[src/rtl/ifu_if.sv]
// Fetch-unit bus: instruction memory request/response, decode-stage handoff,
// and the retire feedback (npc/halt) coming back from execute/writeback.
interface ifu_if;
  // Instruction memory request channel
  logic        imem_req_valid;
  logic        imem_req_ready;
  logic [31:0] imem_addr;
  // Instruction memory response channel
  logic        imem_rsp_valid;
  logic [31:0] imem_rsp_data;
  // Decode-stage handoff
  logic [31:0] inst;
  logic [31:0] pc;
  logic        inst_valid;
  logic        inst_ready;
  // Retire feedback
  logic [31:0] npc;
  logic        npc_valid;
  logic        halt;
  // Fault status
  logic        misalign;

  // Fetch unit side
  modport master (
    output imem_req_valid,
    output imem_addr,
    output inst,
    output pc,
    output inst_valid,
    output misalign,
    input  imem_req_ready,
    input  imem_rsp_valid,
    input  imem_rsp_data,
    input  inst_ready,
    input  npc,
    input  npc_valid,
    input  halt
  );

  // Memory / pipeline side
  modport slave (
    input  imem_req_valid,
    input  imem_addr,
    input  inst,
    input  pc,
    input  inst_valid,
    input  misalign,
    output imem_req_ready,
    output imem_rsp_valid,
    output imem_rsp_data,
    output inst_ready,
    output npc,
    output npc_valid,
    output halt
  );
endinterface

[src/rtl/ifu.sv]
// Instruction fetch unit: one fetch in flight at a time, FETCH -> WAIT ->
// DELIVER -> EXEC loop, with an absorbing HALT on ebreak or misaligned npc.
module ifu #(
  parameter logic [31:0] RESET_PC       = 32'h8000_0000,
  parameter bit          PC_ALIGN_CHECK = 1'b1
) (
  input logic   clk,
  input logic   rst_n,
  ifu_if.master bus
);

  // One-hot encoded so exactly one state bit is ever set
  typedef enum logic [4:0] {
    StFetch   = 5'b00001,
    StWait    = 5'b00010,
    StDeliver = 5'b00100,
    StExec    = 5'b01000,
    StHalt    = 5'b10000
  } state_e;

  state_e      state_q, state_d;
  logic [31:0] pc_q, pc_d;
  logic [31:0] inst_q, inst_d;
  logic        misalign_q, misalign_d;
  // Low through reset and until the first clock edge after release, so the
  // request cannot rise combinationally with rst_n deassertion.
  logic        started_q;

  // State and datapath registers, asynchronously reset
  always_ff @(posedge clk or negedge rst_n) begin
    if (!rst_n) begin
      state_q    <= StFetch;
      pc_q       <= RESET_PC;
      inst_q     <= 32'h0;
      misalign_q <= 1'b0;
      started_q  <= 1'b0;
    end else begin
      state_q    <= state_d;
      pc_q       <= pc_d;
      inst_q     <= inst_d;
      misalign_q <= misalign_d;
      started_q  <= 1'b1;
    end
  end

  // Next-state logic; inputs not relevant to the current state are ignored
  always_comb begin
    state_d    = state_q;
    pc_d       = pc_q;
    inst_d     = inst_q;
    misalign_d = misalign_q;
    unique case (state_q)
      StFetch: begin
        if (started_q && bus.imem_req_ready) begin
          state_d = StWait;
        end
      end
      StWait: begin
        if (bus.imem_rsp_valid) begin
          inst_d  = bus.imem_rsp_data;
          state_d = StDeliver;
        end
      end
      StDeliver: begin
        if (bus.inst_ready) begin
          state_d = StExec;
        end
      end
      StExec: begin
        if (bus.npc_valid) begin
          if (bus.halt) begin
            state_d = StHalt;
          end else if (PC_ALIGN_CHECK && (bus.npc[1:0] != 2'b00)) begin
            // Faulting npc is dropped; pc keeps the last good address
            misalign_d = 1'b1;
            state_d    = StHalt;
          end else begin
            pc_d    = bus.npc;
            state_d = StFetch;
          end
        end
      end
      StHalt: begin
        state_d = StHalt;
      end
      default: begin
        // Corrupted encoding: park safely until reset
        state_d = StHalt;
      end
    endcase
  end

  // Outputs decode from registered state only
  always_comb begin
    bus.imem_req_valid = (state_q == StFetch) && started_q;
    bus.imem_addr      = pc_q;
    bus.inst_valid     = (state_q == StDeliver);
    bus.inst           = inst_q;
    bus.pc             = pc_q;
    bus.misalign       = misalign_q;
  end

endmodule
[src/flat_wrapper.sv]
// flat-port wrapper written by rule: the top's interface ports become plain ports
module ifu_flat 
#(
  parameter logic [31:0] RESET_PC       = 32'h8000_0000,
  parameter bit          PC_ALIGN_CHECK = 1'b1
)
  (clk, rst_n, bus_imem_req_valid, bus_imem_addr, bus_inst, bus_pc, bus_inst_valid, bus_misalign, bus_imem_req_ready, bus_imem_rsp_valid, bus_imem_rsp_data, bus_inst_ready, bus_npc, bus_npc_valid, bus_halt);
  ifu_if bus_i ();
  input logic clk;
  input logic rst_n;
  output wire logic [$bits(bus_i.imem_req_valid)-1:0] bus_imem_req_valid;
  output wire logic [$bits(bus_i.imem_addr)-1:0] bus_imem_addr;
  output wire logic [$bits(bus_i.inst)-1:0] bus_inst;
  output wire logic [$bits(bus_i.pc)-1:0] bus_pc;
  output wire logic [$bits(bus_i.inst_valid)-1:0] bus_inst_valid;
  output wire logic [$bits(bus_i.misalign)-1:0] bus_misalign;
  input wire logic [$bits(bus_i.imem_req_ready)-1:0] bus_imem_req_ready;
  input wire logic [$bits(bus_i.imem_rsp_valid)-1:0] bus_imem_rsp_valid;
  input wire logic [$bits(bus_i.imem_rsp_data)-1:0] bus_imem_rsp_data;
  input wire logic [$bits(bus_i.inst_ready)-1:0] bus_inst_ready;
  input wire logic [$bits(bus_i.npc)-1:0] bus_npc;
  input wire logic [$bits(bus_i.npc_valid)-1:0] bus_npc_valid;
  input wire logic [$bits(bus_i.halt)-1:0] bus_halt;
  assign bus_imem_req_valid = bus_i.imem_req_valid;
  assign bus_imem_addr = bus_i.imem_addr;
  assign bus_inst = bus_i.inst;
  assign bus_pc = bus_i.pc;
  assign bus_inst_valid = bus_i.inst_valid;
  assign bus_misalign = bus_i.misalign;
  assign bus_i.imem_req_ready = bus_imem_req_ready;
  assign bus_i.imem_rsp_valid = bus_imem_rsp_valid;
  assign bus_i.imem_rsp_data = bus_imem_rsp_data;
  assign bus_i.inst_ready = bus_inst_ready;
  assign bus_i.npc = bus_npc;
  assign bus_i.npc_valid = bus_npc_valid;
  assign bus_i.halt = bus_halt;
  ifu #(.RESET_PC(RESET_PC), .PC_ALIGN_CHECK(PC_ALIGN_CHECK)) u_core (.clk(clk), .rst_n(rst_n), .bus(bus_i));
endmodule
[config.mk]
export PLATFORM = sky130hd
export DESIGN_NAME = ifu_flat
export DESIGN_NICKNAME = d
export VERILOG_FILES = /design/src/rtl/ifu_if.sv /design/src/rtl/ifu.sv /design/src/flat_wrapper.sv
export SDC_FILE = /design/constraint.sdc
export NUM_CORES = 1
export LEC_CHECK = 0
export BUFFER_PORTS_ARGS = -buffer_cell sky130_fd_sc_hd__buf_4
export CAP_MARGIN = 0
export CORE_ASPECT_RATIO = 0.5
export CORE_MARGIN = 8
export CORE_UTILIZATION = 48
export CTS_CLUSTER_DIAMETER = 40
export DETAILED_ROUTE_END_ITERATION = 10
export PLACE_DENSITY_LB_ADDON = 0.05
export SYNTH_ARGS = -nofsm -noshare
export SYNTH_HDL_FRONTEND = slang
export SYNTH_SLANG_ARGS = --single-unit
[constraint.sdc]
create_clock -name clk -period 5.3 [get_ports clk]
set_clock_uncertainty 0.1 [all_clocks]
set_input_delay 0.53 -clock clk [delete_from_list [all_inputs] [get_ports clk]]
set_output_delay 0.53 -clock clk [all_outputs]
set_load 0.01 [all_outputs]
* Word level (Yosys, flattened, before mapping)
Index checks and enable logic that the tools add are counted.
Widths: inputs -> output; s select.
** Storage, ports and cells
- Bits in registers :: 71
- Bits of input ports :: 71
- Output and inout port bits :: 99
- Word-level logic and storage cells :: 29
** Cells by class
- Eq/ne operators :: 8
- Multiplexer cells :: 7
- Bitwise logic cells :: 2
- Reduce and logical (&&, ||, !) cells :: 7
** Operators with widths (number)
- $mux 5 :: 6
- $pmux 5 s4 :: 1
- $reduce_and 4->1 :: 3
- $eq 5x1->1 const B :: 1
- $eq 5x2->1 const B :: 1
- $eq 5x3->1 const B :: 1
- $eq 5x4->1 const B :: 1
- $ne 2x1->1 const B :: 2
- $ne 2x2->1 const B :: 2
- $logic_and 1x1->1 :: 2
- $not 1->1 :: 2
- $reduce_and 2->1 :: 1
- $reduce_bool 2->1 :: 1

* Depth between registers and ports, before layout
- Depth after elaboration :: 5
- Depth in mapped cells :: 6
- Mapped depth without buffers :: 5

* Worst setup path before layout
Ideal clock, no wire load.
- Path type :: register to register
- Start :: register u_core.state_q[0]
- End :: register u_core.pc_q[10] (netlist: u_core.bus.imem_addr[10])
- Setup time :: 0.125 ns
- Arrival time :: 1.789 ns
- Required time :: 5.075 ns
- Setup slack :: 3.286 ns
- Stages on the path, launching flop included :: 7
- Path buffers :: 1
- Period minus slack after synthesis :: 2.014 ns
- Cells stage by stage :: dfstp_2 nor3_1 nand2_1 o2111ai_4 nor4_4 buf_6 mux2_4
** On the way
- Longest elaborated chain between the ends :: 2
** Ends and longest elaborated chain
- from (decl) :: line ifu.sv:21 : state_e state_q, state_d;
- from (signal assigned) :: line ifu.sv:32 : state_q <= StFetch;
- from (signal assigned) :: line ifu.sv:38 : state_q <= state_d;
- $eq 5x4->1 :: line ifu.sv:52 : unique case (state_q)
- $reduce_and 4->1 (no line)
- to (signal assigned) :: line ifu.sv:39 : pc_q <= pc_d;
- to (decl) :: line ifu.sv:22 : logic [31:0] pc_q, pc_d;
Every way passes these cells.
A chain may end at the register's enable or synchronous reset.

* Worst setup path in the final report
- Start :: register u_core.state_q[0]
- End :: register u_core.pc_q[2] (netlist: u_core.bus.imem_addr[2])
Same word-level chain as after synthesis.

==> metrics.md <==
| Metric | Value |
|---|---|
| Outcome | `complete, no violations` |
| CP startpoint kind | `flop` |
| Vias in the first global route | `around 2300` |
| Worst setup path class | `flop to flop` |
| Area delta synth->final | `45.1%` |
| Grt ovf | `0` |
| N_diodes | `0` |
| Fraction of synthesized cell area in xor and xnor cells | `0` |
| Largest family of logic cells by synthesized area | `multiplexers` |
| Placeable Area | `approximately 6000 um^2` |
| Worst EP required | `approximately 5.4 ns` |
| RSZ-0062 raised after global routing | `false` |
| Max Cap Viol | `0` |
| Post-route ant nets | `0` |
| Maximum level of the CTS H-tree | `3` |
| Clock transition at the registers of the reported paths | `roughly 0.050 ns` |
| Fin crit share | `0.438` |
| # clock sinks | `71` |
| Drt drc | `0` |
| Crit path time final | `between 2 and 2.5 ns` |
| CP Launch Point | `u_core.state_q[0]` |
| Skew-Pair Late Insertion Delay | `0.32 ns` |
| Leakage | `approximately 2.5 nW` |
| Die Y | `approximately 73 um` |
| Layout cells sized above 1 | `0.714` |
| GPL Wtd Cong | `approximately 0.8` |
| PD cells | `285 nW/um^2` |
| Final setup violating endpoints | `0` |
| Port Buf Inserts | `169` |
| Compound-Gate Fraction of Synth Area | `0.0244` |
| Critical Path AT | `approximately 2.4 ns` |
| Total wire length | `7850 um` |
| Initial antenna violation count | `0` |
| Count of final hold-check violations | `0` |
| Resize count post-CTS | `0` |
| 1st-pass router iterations | `6` |
| CTS tree | `yes` |
| Post-Synth Simple-Gate Area | `0.0512` |
| Num CTS Buffers | `9` |
| Ys Warns | `0` |
| Ports | `170` |
| Tot Pwr | `approximately 1.3 mW` |
| DR vias | `approximately 2100` |
| Worst-case clock buffer depth | `2` |
| Post-Syn Area | `3130 um^2` |
| Placed insts | `about 430` |
| Seq cells post-synth | `slightly above 70` |
| Hold Crit Class | `input pin to asynchronous set/reset pin` |
| Worst Tran Pin Value | `approximately 0.87 ns` |
| Max-slew violation count | `0` |
| Peak supply drop | `around 0.00023 V` |
| Postcts setup bufs | `0` |
| Final non-filler cell total | `between 400 and 500` |
| Mapped Nets | `roughly 280` |
| DP Wirelength | `6060 um` |
| Wire per inst | `~18 um` |
| Final setup TNS | `0 ns` |
| Full die area | `between 9000 and 10000 um^2` |
| Avg Inst Size Synth | `about 15 um^2` |
| DR iter-0 viols | `66` |
| # rows | `20` |
| Sequential area share after synthesis | `0.569` |
| Core Util, Final | `0.734` |
| Drt via density | `4.72` |
| R2r startpoint | `u_core.state_q[0]` |
| Final Net Count | `between 400 and 500` |
| First-pass GRT wire length | `12000 um` |
| CP Max Fanout | `32` |
| CTS Hold Bufs | `0` |
| Distinct cell type count after synthesis | `27` |
| FMAX | `about 0.43 GHz` |
| Adder-Cell Fraction of Synth Area | `0` |
| GR Util All Layers | `0.166` |
| Gate Count Post-Synth | `210` |
| Pin count of the biggest net entering global routing | `a little over 70` |
| Initial Util | `0.506` |
| Setup crit end kind | `flop` |
| Clk Tree Root Cell | `clkbuf_16` |
| Mux share of post-synthesis cell area | `0.257` |
| Die width | `130 um` |
| Worst slew margin | `0.419` |
sequential cells by signal, indices dropped and copies added, names as in the netlist:
signal,count
u_core.bus.inst,32
u_core.state_q,5
u_core.bus.imem_addr,32
u_core.bus.misalign,1
u_core.started_q,1
area by class of cell:
type	instances	area [um^2]
fill	436	1640
sequential	71	1780
inverter	3	11.3
multi-input combinational	97	1040
timing repair buffer	170	1280
clock inverter	4	70.1
clock buffer	12	246
tap	88	110
cell usage in the layout, fill, tap and decap left out, types with 2 or more instances in the layout:
cell / netlist / layout
clkbuf_1: 1 / 2
o21ai_0: 4 / 4
inv_1: 3 / 3
buf_4: 32 / 170
mux2_4: 28 / 28
clkinv_2: 0 / 2
nor2b_1: 5 / 5
clkbuf_16: 0 / 9
nand3b_1: 2 / 2
nor2_1: 4 / 4
dfstp_2: 2 / 2
dfrtp_1: 69 / 69
and3_2: 2 / 2
nand2_1: 6 / 6
mux2_2: 34 / 34
bufinv_16: 0 / 2
per-stage QoR:
step | worst slack, ns | instance area (um^2) | hold slack, ns
after floorplan | 3.29 | 3130 | 0.134
after global placement | 3.03 | 4220 | 0.359
after detailed placement | 2.99 | 4220 | 0.368
after CTS | 2.99 | 4540 | 0.258
after global routing | 2.83 | 4540 | 0.309
final | 2.98 | 4540 | 0.217
Yosys cell counts (all sizes together):
master	n	share of area
dfrtp	69	0.55
mux2	62	0.26
o21ai	4	0.0064
nor4	1	0.0068
a31o	1	0.0028
nor3	2	0.0048
nor3b	1	0.0024
inv	3	0.0036
and3	2	0.0048
o21bai	1	0.0024
o2111ai	1	0.0084
conb	1	0.0012
and4bb	1	0.0040
clkbuf	1	0.0012
buf	38	0.092
nand2	6	0.0072
o311ai	1	0.0028
nor2	4	0.0048
a21oi	1	0.0016
nor2b	5	0.010
dfstp	2	0.017
nand3	1	0.0016
nand3b	2	0.0048
final timing paths:
| check | slack (ns) | cells after the start | end |
|---|---|---|---|
| worst max register to register | 2.98 | 6 | u_core.bus.imem_addr[2] |
| worst max-delay path | 2.98 | 6 | u_core.bus.imem_addr[2] |
| min in group clk | 0.34 | 2 | u_core.bus.inst[19] |
| max in group asynchronous | 4.31 | 1 | u_core.bus.imem_addr[13] |
| worst min register to register | 0.38 | 1 | u_core.bus.misalign |
| worst min-delay path | 0.22 | 1 | u_core.bus.inst[29] |
where the power goes:
group          switching (mW)  internal [mW]  total (mW)
Sequential            0.00857          0.555       0.563
Combinational          0.0380         0.0644       0.102
Clock                   0.203          0.423       0.626
cells by family after synthesis:
kind of cell           count (synthesis)
buffers and inverters                 42
flip-flops                            71
multiplexers                          62
AO/OA/AOI/OAI                          9
AND/OR/NAND/NOR                       25
other                                  1
worst max-delay path, stage by stage, from the launching register on:
cell and delay [ns]:
dfstp_2 0.55, nor2b_1 0.07, nand3b_1 0.15, o2111ai_4 0.19, nor4_4 0.23, buf_4 0.49, mux2_2 0.40
routing by layer:
layer | global-route usage | part of all wire | vias to the layer above
met5 | 0 | 0 | -
met2 | 0.278 | 0.50 | 101
li1 | - | - | 967
met1 | 0.160 | 0.34 | 1026
met3 | 0.113 | 0.16 | 5
met4 | 0.0574 | 0.0096 | 0
Note: power is estimated with default switching activity, not from simulation.
